$ cat config.mk
export PLATFORM = sky130hd
export DESIGN_NAME = iq_mix_integrate
export DESIGN_NICKNAME = d
export VERILOG_FILES = /design/src/rtl/iq_mix_integrate.sv
export SDC_FILE = /design/constraint.sdc
export NUM_CORES = 2
export LEC_CHECK = 0
export ABC_AREA = 0
export CAP_MARGIN = 5
export CELL_PAD_IN_SITES_DETAIL_PLACEMENT = 1
export CELL_PAD_IN_SITES_GLOBAL_PLACEMENT = 1
export CORE_MARGIN = 2
export CORE_UTILIZATION = 45
export CTS_CLUSTER_DIAMETER = 100
export CTS_CLUSTER_SIZE = 30
export DETAILED_ROUTE_END_ITERATION = 8
export GPL_TIMING_DRIVEN = 0
export PLACE_DENSITY = 0.9
export SLEW_MARGIN = 5
export SYNTH_ARGS = -nofsm -noshare
export SYNTH_HDL_FRONTEND = slang
export SYNTH_SLANG_ARGS = --single-unit
$ cat constraint.sdc
create_clock -name clk -period 7 [get_ports clk]
set_clock_uncertainty 0.15 [all_clocks]
set_input_delay 1.05 -clock clk [delete_from_list [all_inputs] [get_ports clk]]
set_output_delay 1.05 -clock clk [all_outputs]
set_load 0.1 [all_outputs]
$ cat src/rtl/iq_mix_integrate.sv
// IQ mixer and integrate-and-dump decimator: multiplies ADC samples by NCO cos/sin,
// truncates to MW bits and sums over a programmable window with saturating accumulators.
module iq_mix_integrate #(
  parameter int MPR   = 14,
  parameter int DW    = 14,
  parameter int MW    = 15,
  parameter int ACCW  = 32,
  parameter int CNTW  = 16,
  parameter int DEC_N = 1024
) (
  input  logic                   clk,
  input  logic                   reset_n,
  input  logic                   clken,
  input  logic signed [DW-1:0]   adc_i,
  input  logic signed [MPR-1:0]  fsin_i,
  input  logic signed [MPR-1:0]  fcos_i,
  input  logic                   nco_valid,
  input  logic        [CNTW-1:0] dec_len,
  output logic signed [ACCW-1:0] i_o,
  output logic signed [ACCW-1:0] q_o,
  output logic                   out_valid,
  output logic                   ovf_o
);

  localparam int PW = DW + MPR;
  localparam int SH = PW - MW;
  localparam logic [ACCW-1:0] ACC_MAX = {1'b0, {(ACCW-1){1'b1}}};
  localparam logic [ACCW-1:0] ACC_MIN = {1'b1, {(ACCW-1){1'b0}}};

  logic signed [DW-1:0]   adc_q, adc_d;
  logic signed [MPR-1:0]  fsin_q, fsin_d, fcos_q, fcos_d;
  logic                   v1_q, v1_d;
  logic signed [MW-1:0]   pi_q, pi_d, pq_q, pq_d;
  logic                   v2_q, v2_d;
  logic signed [ACCW-1:0] acc_i_q, acc_i_d, acc_q_q, acc_q_d;
  logic [CNTW-1:0]        cnt_q, cnt_d, len_q, len_d;
  logic                   sat_w_q, sat_w_d;
  logic signed [ACCW-1:0] i_q, i_d, q_q, q_d;
  logic                   ov_q, ov_d, ovf_q, ovf_d;

  logic signed [PW-1:0]   prod_i, prod_q, sh_i, sh_q;
  logic signed [ACCW-1:0] ext_i, ext_q, res_i, res_q;
  logic [ACCW:0]          sum_i, sum_q;
  logic                   sat_i, sat_q, take, last;

  assign prod_i = adc_q * fcos_q;
  assign prod_q = adc_q * fsin_q;
  assign sh_i   = prod_i >>> SH;
  assign sh_q   = prod_q >>> SH;

  // One extra guard bit: overflow shows up as disagreement between the top two bits.
  assign ext_i = {{(ACCW-MW){pi_q[MW-1]}}, pi_q};
  assign ext_q = {{(ACCW-MW){pq_q[MW-1]}}, pq_q};
  assign sum_i = {acc_i_q[ACCW-1], acc_i_q} + {ext_i[ACCW-1], ext_i};
  assign sum_q = {acc_q_q[ACCW-1], acc_q_q} + {ext_q[ACCW-1], ext_q};
  assign sat_i = sum_i[ACCW] ^ sum_i[ACCW-1];
  assign sat_q = sum_q[ACCW] ^ sum_q[ACCW-1];
  assign res_i = sat_i ? (sum_i[ACCW] ? ACC_MIN : ACC_MAX) : sum_i[ACCW-1:0];
  assign res_q = sat_q ? (sum_q[ACCW] ? ACC_MIN : ACC_MAX) : sum_q[ACCW-1:0];

  assign take = clken & v2_q;
  assign last = (cnt_q == len_q - CNTW'(1));

  always_comb begin
    adc_d   = adc_q;
    fsin_d  = fsin_q;
    fcos_d  = fcos_q;
    v1_d    = v1_q;
    pi_d    = pi_q;
    pq_d    = pq_q;
    v2_d    = v2_q;
    acc_i_d = acc_i_q;
    acc_q_d = acc_q_q;
    cnt_d   = cnt_q;
    len_d   = len_q;
    sat_w_d = sat_w_q;
    i_d     = i_q;
    q_d     = q_q;
    ov_d    = ov_q;
    ovf_d   = ovf_q;
    if (clken) begin
      adc_d  = adc_i;
      fsin_d = fsin_i;
      fcos_d = fcos_i;
      v1_d   = nco_valid;
      pi_d   = sh_i[MW-1:0];
      pq_d   = sh_q[MW-1:0];
      v2_d   = v1_q;
      ov_d   = 1'b0;
    end
    if (take) begin
      if (last) begin
        i_d     = res_i;
        q_d     = res_q;
        ovf_d   = sat_w_q | sat_i | sat_q;
        ov_d    = 1'b1;
        acc_i_d = '0;
        acc_q_d = '0;
        cnt_d   = '0;
        sat_w_d = 1'b0;
        len_d   = (dec_len == '0) ? CNTW'(1) : dec_len;
      end else begin
        acc_i_d = res_i;
        acc_q_d = res_q;
        cnt_d   = cnt_q + CNTW'(1);
        sat_w_d = sat_w_q | sat_i | sat_q;
      end
    end
  end

  always_ff @(posedge clk or negedge reset_n) begin
    if (!reset_n) begin
      adc_q   <= '0;
      fsin_q  <= '0;
      fcos_q  <= '0;
      v1_q    <= 1'b0;
      pi_q    <= '0;
      pq_q    <= '0;
      v2_q    <= 1'b0;
      acc_i_q <= '0;
      acc_q_q <= '0;
      cnt_q   <= '0;
      len_q   <= CNTW'(DEC_N);
      sat_w_q <= 1'b0;
      i_q     <= '0;
      q_q     <= '0;
      ov_q    <= 1'b0;
      ovf_q   <= 1'b0;
    end else begin
      adc_q   <= adc_d;
      fsin_q  <= fsin_d;
      fcos_q  <= fcos_d;
      v1_q    <= v1_d;
      pi_q    <= pi_d;
      pq_q    <= pq_d;
      v2_q    <= v2_d;
      acc_i_q <= acc_i_d;
      acc_q_q <= acc_q_d;
      cnt_q   <= cnt_d;
      len_q   <= len_d;
      sat_w_q <= sat_w_d;
      i_q     <= i_d;
      q_q     <= q_d;
      ov_q    <= ov_d;
      ovf_q   <= ovf_d;
    end
  end

  assign i_o       = i_q;
  assign q_o       = q_q;
  assign out_valid = ov_q;
  assign ovf_o     = ovf_q;

endmodule

# Word level (Yosys, flattened, before mapping)
# Index checks and enable logic that the tools add are counted.
op_classes:
  reduce_logical: 2
  div_mod_pow: 0
  add_sub_neg: 4
  n_eq_ne: 1
  magnitude_cmp: 0
  n_mul: 2
  n_mux: 12
  shifts: 0
  bitwise: 5
ops:
  columns: ["op", "count"]
  rows:
  - ["2-to-1 mux 32 bit", 6]
  - ["adder 32 x 15 -> 33 bit", 2]
  - ["multiplier 14 x 14 -> 28 bit", 2]
  - ["2-to-1 mux 16 bit", 2]
  - ["adder 16 x 1 -> 16 bit (second input constant)", 1]
  - ["== test 16 bit", 1]
  - ["logical NOT 16 bit", 1]
  - ["subtractor 16 x 1 -> 16 bit (second input constant)", 1]
  - ["2-to-1 mux 1 bit", 4]
  - ["OR 1 bit", 2]
  - ["AND reduction 2 bit", 1]
  - ["bitwise XOR 1 bit", 2]
  - ["bitwise AND 1 bit", 1]
totals:
  latchBits: 0
  inputBits: 62
  reg_bits: 237
  mem_count: 0
  mem_bits_ro: 0
  ramBits: 0
  output_inout_bits: 66
  wordCells: 42

# Longest topological paths before layout
depth:
  word_depth: 5
  mapped_depth: 25
  mapped_depth_nobuf: 24

# Least setup slack after synthesis
# No wires, ideal clock.
synth_path:
  path_type: "register to register"
  start: "register adc_q[13]"
  end: "register pi_q[13]"
  path_stages_with_launch: 23
  setup_time_ns: 0.143
  path_slack_ns: 0.367
  period_less_slack_ns: 6.633
  required_ns: 6.707
  arrival_time_ns: 6.341
  n_path_buf: 2
  cell_sequence: "dfrtp_1 -> clkbuf_1 -> clkbuf_1 -> nand2_1 -> fa_1 -> fa_1 -> inv_1 -> fa_1 -> fa_1 -> fa_1 -> inv_1 -> fa_1 -> inv_1 -> ha_1 -> and3_1 -> a221o_1 -> o31a_1 -> a41oi_1 -> o311ai_0 -> a21oi_1 -> nor2b_1 -> a2111oi_0 -> o22ai_1"
synth_via:
  elab_chain_cells: 1
synth_rtl:
  columns: ["element", "line", "rtl"]
  rows:
  - ["start, declared", "30", "logic signed [DW-1:0] adc_q, adc_d;"]
  - ["start signal, assigned", "113", "adc_q <= '0;"]
  - ["start signal, assigned", "130", "adc_q <= adc_d;"]
  - ["multiplier 14 x 14 -> 28 bit", "46", "assign prod_i = adc_q * fcos_q;"]
  - ["end signal, assigned", "134", "pi_q <= pi_d;"]
  - ["end, declared", "33", "logic signed [MW-1:0] pi_q, pi_d, pq_q, pq_d;"]
# Every way passes these cells.
# A chain may end at the register's enable or synchronous reset.

# Final worst setup path
layout_path:
  start: "register adc_q[7]"
  end: "register pi_q[1]"
# Same word-level chain as after synthesis.

==> summary.txt <==
Timing
  • Final Hold Vio Count: 0
  • Setup ws final: -0.470 ns
  • Worst Tran Pin Value: 1.17 ns
  • Worst slew margin: 21.8%
  • Final setup vio count: 13
  • Unrepaired setup endpoints after global routing: yes
  • Max-slew violations: 0
  • Final period util: 107%
  • Fmax: 134 MHz
  • Minimum clock period after layout: 7.47 ns

Outcome
  • Failing checks: negative setup slack
  • Outcome: complete, but fails checks

GRT
  • Total grt overflow: 0
  • Gr usage total: 30.7%
  • Largest net degree at the start of global routing: 100
  • First-pass GRT wire length: 148 mm
  • Initial antenna violation count: 12
  • Vias in the first global route: 25900

Yosys
  • Fraction of registers with async set/reset: 100%
  • Ys Warns: 0
  • Post-synth cell types: 67
  • Mapped Cells: 2893
  • Post-synthesis sequential area ratio: 21.6%
  • Most used DFF post-synth: dfrtp_1
  • Flop and latch count out of synthesis: 237
  • Syn Nets: 3541
  • Average size of a mapped cell: 9.48 µm²
  • Mapped Area: 27400 µm²
  • Number of flops mapped to enable cells by yosys: 0

Routing
  • DRT iter0 DRCs: 2131
  • Via density: 6.09
  • Via count: 23500
  • Drt wl/cell: 27.3 µm
  • Detail Route Antenna Nets: 0
  • DRC violation count after routing: 0
  • 1st-pass router iterations: 6
  • Detailed Route WL: 106 mm

Placed design
  • Buffers added on ports: 127
  • Post-DP HPWL: 73.6 mm
  • Area post-placement: 29700 µm²
  • RePlAce Congestion: 0.947

Floorplanning
  • Initial Util: 45.5%
  • Die X: 251 µm
  • I/O Pins: 128
  • FP Rows: 90
  • Full die area: 63000 µm²
  • Die height: 251 µm
  • Core area: 60400 µm²

Finish
  • Fillers: 6782
  • Layout Nets: 3718
  • Reg area: 5950 µm²
  • Finished Cell Area: 31100 µm²
  • Share of post-route cells with drive strength above 1: 9.81%
  • Area Growth Syn to Fin: 13.2%
  • Area of the multi-input gates: 19400 µm²

Critical path
  • Crit Reg-Reg Startpoint: adc_q[7]$_DFFE_PN0P_
  • Critical Path RT: 7.26 ns
  • R2R Path End: pi_q[1]$_DFFE_PN0P_
  • Crit end category: flip-flop
  • Reg2Reg Depth: 20
  • Worst path slowest cell: xor2_1
  • Worst reg2reg setup slack: -0.47 ns
  • CP Class: flip-flop to flip-flop
  • Arr. time, crit path: 7.73 ns
  • Startpoint types: flip-flop
  • Top cell family by delay on the critical path: adder cells
  • Most used cell, CP: fa_1
  • Delay of the slowest critical-path stage: 0.78 ns
  • CP cell instances: buf_2, and2_1, fa_1, inv_1, fa_1, inv_1, fa_1, fa_1, fa_1, fa_1, ha_1, nand3_1, a21oi_1, a221o_1, a21o_1, a21oi_1, nor2b_1, nor2_1, xor2_1, mux2i_1
  • Max FO, Critical Path: 10
  • Buffers & Inverters on Critical Path: 3

Clocking
  • # clock sinks: 237
  • Root Buffer: clkbuf_16
  • Post-CTS Hold Fix Bufs: 0
  • CTS tree: done
  • Register clock-pin slew on the reported worst setup and hold paths: 0.11 ns
  • Depth of the CTS H-tree: 1
  • TritonCTS buffer count: 15
  • Clk_lat worst skew: 0.58 ns
  • Clock Tree Buf Depth: 3

Hold path
  • HP Class: primary input to async pin

Job
  • Maxcap violations: 0
metrics by stage:
stage	std cells	hold WS [ns]	setup TNS (ns)	utilization, %	worst slack [ns]
2_1_floorplan	2893	0.303	0	-	0.367
4_1_cts	3833	0.271	0	50.7	0.000763
3_5_place_dp	3804	0.311	-20.89	49.3	-1.61
3_3_place_gp	3802	0.302	-1400.34	49.2	-5.91
6_report	3868	0.250	-2.79	51.5	-0.470
5_1_grt	3861	0.291	-3.00	51.4	-0.461
routing by layer:
metal | up-vias | GRT usage (%) | routed length, µm
met5 | - | 0 | 115
met4 | 12 | 19.6 | 8720
met3 | 656 | 5.85 | 10600
met2 | 1497 | 51.2 | 48700
met1 | 11900 | 36.4 | 37400
li1 | 9518 | - | -
how the worst max path moves through the flow:
stage	from	endpoint	slack [ns]	cells past startpoint
2_1_floorplan	adc_q[13]$_DFFE_PN0P_	pi_q[13]$_DFFE_PN0P_	0.37	22
3_5_place_dp	adc_q[13]$_DFFE_PN0P_	pi_q[13]$_DFFE_PN0P_	-1.61	22
6_report	adc_q[7]$_DFFE_PN0P_	pi_q[1]$_DFFE_PN0P_	-0.47	20
4_1_cts	adc_q[10]$_DFFE_PN0P_	pi_q[12]$_DFFE_PN0P_	0.0008	24
3_3_place_gp	reset_n	adc_q[10]$_DFFE_PN0P_	-5.91	1
5_1_grt	adc_q[7]$_DFFE_PN0P_	pi_q[1]$_DFFE_PN0P_	-0.46	21
registers in the layout (all words and copies together), names as in the netlist, 15 cells and up:
signal,flops
pi_q,15
q_o,32
acc_i_q,32
acc_q_q,32
len_q,16
pq_q,15
i_o,32
cnt_q,16
synthesized netlist by cell type, types with 4 or more instances:
library cell | number | area (µm²)
inv_1 | 467 | 1750
fa_1 | 390 | 7810
nand2_1 | 323 | 1210
dfrtp_1 | 236 | 5910
and2_1 | 213 | 1330
ha_1 | 196 | 2450
nor2_1 | 132 | 495
o21ai_0 | 121 | 606
clkbuf_1 | 116 | 435
mux2_2 | 96 | 1080
xnor2_1 | 93 | 815
a21oi_1 | 86 | 430
a21o_1 | 52 | 390
xor2_1 | 39 | 342
a22o_1 | 30 | 263
nand3_1 | 27 | 135
nand2b_1 | 23 | 144
nor3_1 | 19 | 95.1
o21a_1 | 17 | 128
nand4_1 | 16 | 100
nor2b_1 | 14 | 87.6
o211ai_1 | 12 | 90.1
o21ai_1 | 12 | 60.1
a211oi_1 | 11 | 82.6
and3_1 | 11 | 68.8
o31ai_1 | 9 | 67.6
a2111oi_0 | 8 | 70.1
buf_2 | 8 | 40.0
a31oi_1 | 7 | 43.8
or2_2 | 7 | 43.8
a211o_1 | 6 | 52.6
maj3_1 | 6 | 60.1
nor4_1 | 6 | 37.5
o21bai_1 | 6 | 45.0
o22ai_1 | 6 | 37.5
or3_1 | 6 | 37.5
a31o_2 | 5 | 43.8
buf_6 | 5 | 56.3
o2111ai_1 | 4 | 35.0
or4_1 | 4 | 30.0
layout by cell type (no fill, tap or decap), types with 13 or more instances in the layout:
cell | Yosys | routed
dfrtp_1 | 236 | 221
clkdlybuf4s50_1 | 0 | 126
a21o_1 | 52 | 52
nor2_1 | 132 | 129
nor2b_1 | 14 | 13
inv_1 | 467 | 462
buf_6 | 5 | 15
and2_1 | 213 | 210
mux2_2 | 96 | 95
buf_4 | 2 | 45
nor3_1 | 19 | 19
nand2b_1 | 23 | 23
nand4_1 | 16 | 16
nand2_1 | 323 | 322
fa_1 | 390 | 385
a22o_1 | 30 | 30
xnor2_1 | 93 | 91
clkbuf_2 | 0 | 19
nand3_1 | 27 | 27
xor2_1 | 39 | 39
clkbuf_16 | 0 | 17
o21ai_0 | 121 | 119
o21a_1 | 17 | 17
a21oi_1 | 86 | 84
clkbuf_1 | 116 | 54
ha_1 | 196 | 193
dfrtp_2 | 0 | 15
cells by family (layout without fill, tap and decap cells):
group	Yosys count	in the layout	share of synthesized area (%)
other	0	7	0
AND/OR/NAND/NOR	813	813	14.3
XOR/XNOR	132	132	4.21
multiplexers	99	99	4.05
flip-flops	237	237	21.6
adder cells (fa/ha/maj)	592	592	37.6
AO/OA/AOI/OAI	419	419	9.78
buffers and inverters	601	787	8.42
area by class of cell:
cell class                      instances  area share (%)
Clock inverter                          8           0.367
Buffer                                128            2.71
Antenna cell                            7          0.0564
Clock buffer                           18            1.31
Timing Repair Buffer                  166            5.23
Inverter                              467            5.67
Tap cell                              782            3.15
Sequential cell                       237            19.2
Multi-Input combinational cell       2055            62.4
repair_timing:
item                                    4_1_cts  5_1_grt
endpoints found under the setup margin       27       21
pin swaps                                     3       17
gates resized for setup                     122      104
setup buffers                                 6       31
Power is left out: the tool's default activity adds up to more than one toggle a clock period on the data nets, which glitch-free logic cannot reach.
